--- src/rtl/mem_if_pkg.sv ---
// Shared types and constants for the data-memory responder.
package mem_if_pkg;

  localparam int unsigned DATA_W              = 32;
  localparam int unsigned DEFAULT_WAIT_CYCLES = 2;

  typedef enum logic [1:0] {
    StIdle,
    StWait,
    StAccess,
    StResp
  } state_e;

  // Width of a word index into a DEPTH-entry array.
  function automatic int unsigned idx_width(input int unsigned depth);
    return $clog2(depth);
  endfunction

endpackage

--- src/rtl/sram_sp_32.sv ---
// Single-port 32-bit word array: synchronous write, registered read.
module sram_sp_32
  import mem_if_pkg::*;
#(
  parameter int unsigned DEPTH = 64,
  localparam int unsigned IdxW = idx_width(DEPTH)
) (
  input  logic              clk,
  input  logic              we,
  input  logic              re,
  input  logic [IdxW-1:0]   addr,
  input  logic [DATA_W-1:0] wdata,
  output logic [DATA_W-1:0] rdata
);

  logic [DATA_W-1:0] mem_q [DEPTH];
  logic [DATA_W-1:0] rdata_q;

  // Array contents and read register are not reset.
  always_ff @(posedge clk) begin
    if (we) begin
      mem_q[addr] <= wdata;
    end
    if (re) begin
      rdata_q <= mem_q[addr];
    end
  end

  assign rdata = rdata_q;

endmodule

--- src/rtl/data_mem_responder.sv ---
// Data-memory responder: valid/ready request, WAIT_CYCLES wait states,
// one access cycle, then a held response with in-band error.
module data_mem_responder
  import mem_if_pkg::*;
#(
  parameter int unsigned DEPTH       = 64,
  parameter int unsigned WAIT_CYCLES = DEFAULT_WAIT_CYCLES
) (
  input  logic              clk,
  input  logic              rst_n,
  input  logic              req_valid,
  output logic              req_ready,
  input  logic              req_we,
  input  logic [DATA_W-1:0] req_addr,
  input  logic [DATA_W-1:0] req_wdata,
  output logic              resp_valid,
  input  logic              resp_ready,
  output logic [DATA_W-1:0] resp_rdata,
  output logic              resp_err
);

  localparam int unsigned IdxW = idx_width(DEPTH);
  localparam int unsigned CntW = (WAIT_CYCLES > 1) ? $clog2(WAIT_CYCLES) : 1;
  // Load value unused when WAIT_CYCLES is 0 (WAIT is skipped).
  localparam logic [CntW-1:0] CntInit = CntW'((WAIT_CYCLES == 0) ? 0 : WAIT_CYCLES - 1);

  state_e            state_q, state_d;
  logic [CntW-1:0]   cnt_q, cnt_d;
  logic              we_q;
  logic [DATA_W-1:0] addr_q;
  logic [DATA_W-1:0] wdata_q;
  logic              resp_valid_q;
  logic              resp_err_q;
  logic              rdata_sel_q;

  logic              accept;
  logic              access_err;
  logic              in_access;
  logic              mem_we;
  logic              mem_re;
  logic [DATA_W-1:0] mem_rdata;

  assign accept     = req_valid & req_ready;
  assign in_access  = (state_q == StAccess);
  // DEPTH is a power of two, so out-of-range means any bit above the index is set.
  assign access_err = (addr_q[1:0] != 2'b00) | (addr_q[DATA_W-1:IdxW+2] != '0);
  assign mem_we     = in_access & we_q & ~access_err;
  assign mem_re     = in_access & ~we_q & ~access_err;

  sram_sp_32 #(
    .DEPTH (DEPTH)
  ) u_sram (
    .clk   (clk),
    .we    (mem_we),
    .re    (mem_re),
    .addr  (addr_q[IdxW+1:2]),
    .wdata (wdata_q),
    .rdata (mem_rdata)
  );

  // State and wait-counter registers.
  always_ff @(posedge clk or negedge rst_n) begin
    if (!rst_n) begin
      state_q <= StIdle;
      cnt_q   <= '0;
    end else begin
      state_q <= state_d;
      cnt_q   <= cnt_d;
    end
  end

  // Next-state and wait-counter logic.
  always_comb begin
    state_d = state_q;
    cnt_d   = cnt_q;
    unique case (state_q)
      StIdle: begin
        if (accept) begin
          if (WAIT_CYCLES == 0) begin
            state_d = StAccess;
          end else begin
            state_d = StWait;
            cnt_d   = CntInit;
          end
        end
      end
      StWait: begin
        if (cnt_q == '0) begin
          state_d = StAccess;
        end else begin
          cnt_d = cnt_q - 1'b1;
        end
      end
      StAccess: state_d = StResp;
      StResp: begin
        if (resp_ready) begin
          state_d = StIdle;
        end
      end
      default: state_d = StIdle;
    endcase
  end

  // Request capture: inputs are only looked at on the accept edge.
  always_ff @(posedge clk or negedge rst_n) begin
    if (!rst_n) begin
      we_q    <= 1'b0;
      addr_q  <= '0;
      wdata_q <= '0;
    end else if (accept) begin
      we_q    <= req_we;
      addr_q  <= req_addr;
      wdata_q <= req_wdata;
    end
  end

  // Response flags: set on the access edge, valid cleared on handoff.
  always_ff @(posedge clk or negedge rst_n) begin
    if (!rst_n) begin
      resp_valid_q <= 1'b0;
      resp_err_q   <= 1'b0;
      rdata_sel_q  <= 1'b0;
    end else if (in_access) begin
      resp_valid_q <= 1'b1;
      resp_err_q   <= access_err;
      rdata_sel_q  <= ~we_q & ~access_err;
    end else if ((state_q == StResp) && resp_ready) begin
      resp_valid_q <= 1'b0;
    end
  end

  // Outputs; read data is forced to zero for stores, errors and after reset.
  always_comb begin
    req_ready  = rst_n & (state_q == StIdle);
    resp_valid = resp_valid_q;
    resp_err   = resp_err_q;
    resp_rdata = rdata_sel_q ? mem_rdata : '0;
  end

endmodule

--- config.mk ---
export PLATFORM = sky130hd
export DESIGN_NAME = data_mem_responder
export DESIGN_NICKNAME = d
export VERILOG_FILES = /design/src/rtl/mem_if_pkg.sv /design/src/rtl/sram_sp_32.sv /design/src/rtl/data_mem_responder.sv
export SDC_FILE = /design/constraint.sdc
export NUM_CORES = 2
export LEC_CHECK = 0
export CAP_MARGIN = 25
export CORE_MARGIN = 2
export CORE_UTILIZATION = 50
export CTS_CLUSTER_DIAMETER = 150
export DETAILED_ROUTE_END_ITERATION = 6
export PLACE_DENSITY = 0.66
export SETUP_SLACK_MARGIN = 0.15
export SLEW_MARGIN = 20
export SYNTH_ARGS = -nofsm -noshare
export SYNTH_HDL_FRONTEND = slang
export SYNTH_SLANG_ARGS = --single-unit
--- constraint.sdc ---
create_clock -name clk -period 6.5 [get_ports clk]
set_input_delay 1.625 -clock clk [delete_from_list [all_inputs] [get_ports clk]]
set_output_delay 1.625 -clock clk [all_outputs]
set_load 0.1 [all_outputs]
Word level (Yosys, flattened, before mapping) --
Memories as Yosys holds them, arrays and structs flattened. A register that Yosys moved wholly into a read port is not among the register bits. Cells that the tools add are included.
Cells by class: add/sub/neg operators 1, equal/unequal tests 6, mux-type cells 12, bitwise operators 10, reductions and logical operators 8
Operator list (number):
- 32-bit two-way mux | 1
- 24-bit nonzero test | 1
- 2-bit case mux with 4 select lines | 1
- 1-bit AND | 7
- 1-bit two-way mux | 6
- 2-bit two-way mux | 3
- 2-bit != test, second input constant | 3
- 2-bit nonzero test | 3
- 2-bit == test, second input constant | 2
- 3-bit AND reduction | 1
- 2-bit by 1-bit == test with 1-bit output, second input constant | 1
- 2-bit logical NOT | 1
- 1-bit NOT | 2
- 1-bit case mux with 2 select lines | 1
- 2-bit AND reduction | 1
- 1-bit logical AND | 1
- 1-bit OR | 1
- 1-bit subtractor, second input constant | 1
Storage, ports and cells: bits in registers 71, memory bits (writable) 2048, output and inout bits 35, word-level logic and storage cells 46, memories 1
Memory list:
- u_sram.mem_q | words 64, bits a word 32, rd ports 1, clocked after memory_dff 1, write ports 1, RTL line sram_sp_32.sv:16 | logic [DATA_W-1:0] mem_q [DEPTH];

Longest topological paths before layout --
word-level depth 6, mapped depth 11, mapped depth without buffers 8

By module --
Synthesis repeated with hierarchy kept, for this count alone.
Second synthesis, totals: cell total of the unflattened synthesis 4452, area total of the unflattened synthesis 82270.2 sq um
Modules (own cells, without submodules):
- sram_sp_32 | instances 1, cells each 4239, area each 79248.5 sq um, seq. area each 62459.9 sq um
- data_mem_responder | instances 1, cells each 213, area each 3021.6 sq um, seq. area each 1776.7 sq um

Least setup slack after synthesis --
Ideal clock, no wire load.
path kind in2out, start point input port rst_n, end point output port req_ready, arrival time 2.393 ns, required time 4.875 ns, slack 2.482 ns, stages 1, cells stage by stage and2_1
Between the ends: cells in the longest elaborated chain, start to end 1
RTL lines:
- start: declaration | RTL line data_mem_responder.sv:10 | input logic rst_n,
- 1-bit AND | RTL line data_mem_responder.sv:134 | req_ready = rst_n & (state_q == StIdle);
- end: declaration | RTL line data_mem_responder.sv:12 | output logic req_ready,
Every way passes these cells.

Worst setup path in the final report --
start point register state_q[0], end point memory u_sram.mem_q[30][5], enable pin
Between the ends: cells in the longest elaborated chain, start to end 5
RTL lines:
- start: declaration | RTL line data_mem_responder.sv:27 | state_e state_q, state_d;
- start signal: assignment | RTL line data_mem_responder.sv:64 | state_q <= StIdle;
- start signal: assignment | RTL line data_mem_responder.sv:67 | state_q <= state_d;
- 2-bit == test | RTL line data_mem_responder.sv:44 | assign in_access = (state_q == StAccess);
- net in_access | RTL line data_mem_responder.sv:38 | logic in_access;
- 1-bit AND (2 in a row) | RTL line data_mem_responder.sv:47 | assign mem_we = in_access & we_q & ~access_err;
- 1-bit two-way mux | RTL line sram_sp_32.sv:21 | if (we) begin
- 1-bit two-way mux (implied by the code) | RTL line sram_sp_32.sv:22 | mem_q[addr] <= wdata;
- end: declaration | RTL line sram_sp_32.sv:16
The timed path passes the listed nets, and every way through them passes these cells.

==> impl_metrics.toml <==
[timing]
slew_violations = 0
final.setup.tns_ns = 0
max_freq_mhz = 215.5
fin_crit_sh = 0.7138
hold_ws_ns = 0.4783
rsz0062_at_grt = "false"
period_needed_ns = 4.640
worstMarginPinSlew_ns = 1.115
fin_skew_ns = 0.03249
worst_slack_ns = 1.860
hold_viol = 0
finalSetupViolations = 0
maxSlewHeadroom = 0.2543

[clock_tree]
postCtsSetupBuffers = 0
clock-sinks = 2151
htreeDepth = 4
ctsResizeCount = 0
clockBufferDepth = 3
insertion_delay_ns = 0.84
cts_tree = "built"
clkTransAtPathRegs_ns = 0.06
cts-hold-fix-buffers = 0
cts_made_buffers = 204
cts_root_buffer = "clkbuf_16"

[route]
first_pass_iters = 7
wirelength_um = 239000
wl_per_cell_um = 33.36
final_antenna_net_count = 0
vias_per_cell = 6.716
drc = 2
first_iter_violations = 7152
vias = 48130

[power_and_ir_drop]
p_total_mw = 43.11
ir_worst_vdd_mv = 0.4791
power.leakage_nw = 29.15
power_density_nw_per_um2 = 463.7

[floorplan]
rows = 148
core_um2 = 163000
dieArea_um2 = 167700
chipHeight_um = 409.6
die_w_um = 409.6
io_pins = 104
start_util = 0.5047

[global_route]
grt_pass1_wl_um = 339000
grt_pass1_vias = 46030
grt_overflow = 0
grt_max_degree = 140
grt_use_total = 0.2807
antenna_found_initial = 5

[synth]
yosysTopAreaCellShare = 0.7595
synth_cell_types = 68
synthTopCellsByCount = "edfxtp_1 (2080), a221oi_1 (321), a22oi_1 (317)"
muxShareOfSynthArea = 0.04986
ys_seq_area_frac = 0.7811
syn_area_per_cell_um2 = 17.51
synthAdderAreaFrac = 0.0006086
synth_seq_cells = 2151
synth_top_family_by_area = "compound AO/OA/AOI/OAI gates"
yosys-top-cells-area = "edfxtp_1 (76%), a221oi_1 (3.4%), a22oi_1 (2.9%)"
syn_inst = 4696
synth_compound_area_frac = 0.1180
ys_warn_count = 0
yosys.area_share.simple = 0.02769
synthXorXnorAreaFrac = 0
yosys.area.top_type = "edfxtp_1"
async_flop_share = 0.03301
yosysMostFrequentCell = "edfxtp_1"
synth_edf_count = 2080
netlist_area_um2 = 82240
synthFlopType = "edfxtp_1"
syn-num-nets = 4769

[critical_path]
slowest_delay_ns = 1.09
cp-end-kind = "flop"
critPathTopFamily = "simple AND/OR/NAND/NOR gates"
cp_max_fo = 21
required_ns = 7.00
critPathBufInv = 2
crit_type = "flop to flop"
cp_data_arrival_time_ns = 5.14
start_kind = "flop"
worstPathCellList = "inv_1, ha_1, nor4b_1, nand4_1, nor2_1, and2_1, nand3_1, nor2_4, buf_4"
crit_path_top_delay_cell = "nor2_4"

[final_layout]
area_growth_pct = 13.07
fin_cells = 7166
drive_gt1_frac = 0.1524
num-fill-cells = 12260
nNetsFinal = 4895

[placement]
place.gp.congestion = 0.8529
hpwl_um = 140200
io_buffers = 103
placed_cells = 6789
pre_cts_slack_ns = 1.899

[flow_run]
drv_cap = 0

[worst_hold_path]
hold_path.class = "flop to flop"

[run_status]
outcome = "finished, violations left"
violations = "DRC"
[flip-flops by register name (all words and copies together), names as in the netlist]
signal        cells
u_sram.mem_q   2048
we_q              1
u_sram.rdata     32
resp_err          1
wdata_q          32
state_q           2
addr_q           32
resp_valid        1
rdata_sel_q       1
cnt_q             1
[where the power goes]
group / internal (mW) / switching (mW) / leakage [nW] / total [mW]
logic: 3.73 / 9.83 / 6.41 / 13.6
registers: 17.5 / 0.493 / 19.6 / 18.0
clock network: 6.51 / 5.05 / 3.16 / 11.6
total: 27.7 / 15.4 / 29.1 / 43.1
[metrics by stage]
stage | cell area, um^2 | utilization
floorplan | 82240 | -
global placement | 86190 | 0.5289
detailed placement | 86510 | 0.5309
CTS | 92920 | 0.5702
global route | 92970 | 0.5705
finish | 92980 | 0.5706
[cell type report]
class / instances / area [um^2] / share of cell area
Clock buffer: 265 / 5512 / 0.05927
Multi-Input combinational cell: 2175 / 16730 / 0.1799
Inverter: 9 / 38.79 / 0.0004171
Tap cell: 2175 / 2721 / 0.02927
Clock inverter: 106 / 899.6 / 0.009675
Antenna cell: 4 / 10.01 / 0.0001076
Timing Repair Buffer: 281 / 2785 / 0.02995
Sequential cell: 2151 / 64290 / 0.6914
[kinds of logic after synthesis]
group / count (synthesis)
multiplexers: 361
flip-flops: 2151
AND/OR/NAND/NOR: 487
buffers and inverters: 370
AO/OA/AOI/OAI: 1323
adder cells (fa/ha/maj): 4
[final timing paths]
check                           slack (ns)         from  depth (start not counted)                   to
worst max-delay path                  1.86   state_q[0]                          9  u_sram.mem_q[30][5]
worst min-delay path                  0.48  wdata_q[28]                          0  u_sram.mem_q[1][28]
worst max register to register        1.86   state_q[0]                          9  u_sram.mem_q[30][5]
worst min register to register        0.48  wdata_q[28]                          0  u_sram.mem_q[1][28]
max in group asynchronous             4.56        rst_n                          2            addr_q[3]
min in group asynchronous             0.68        rst_n                          1          wdata_q[20]
[layout by cell type, fill, tap and decap left out, types with 57 or more instances in the layout]
cell,instances
edfxtp_1,2080
a221oi_1,321
a22oi_1,317
clkbuf_16,210
mux2i_1,197
a21oi_1,171
o21ai_0,153
buf_4,151
mux2_2,133
nor2_1,132
clkdlybuf4s50_1,101
nand2_1,92
o22ai_1,91
nor2_4,67
a211oi_1,57
[layer usage]
metal	up-vias	part of all wire	track usage
li1	19720	-	-
met1	24770	0.38	0.3922
met2	3108	0.47	0.4347
met3	525	0.10	0.05265
met4	4	0.047	0.1203
met5	-	0.0011	0
(Power assumes the default switching activity.)
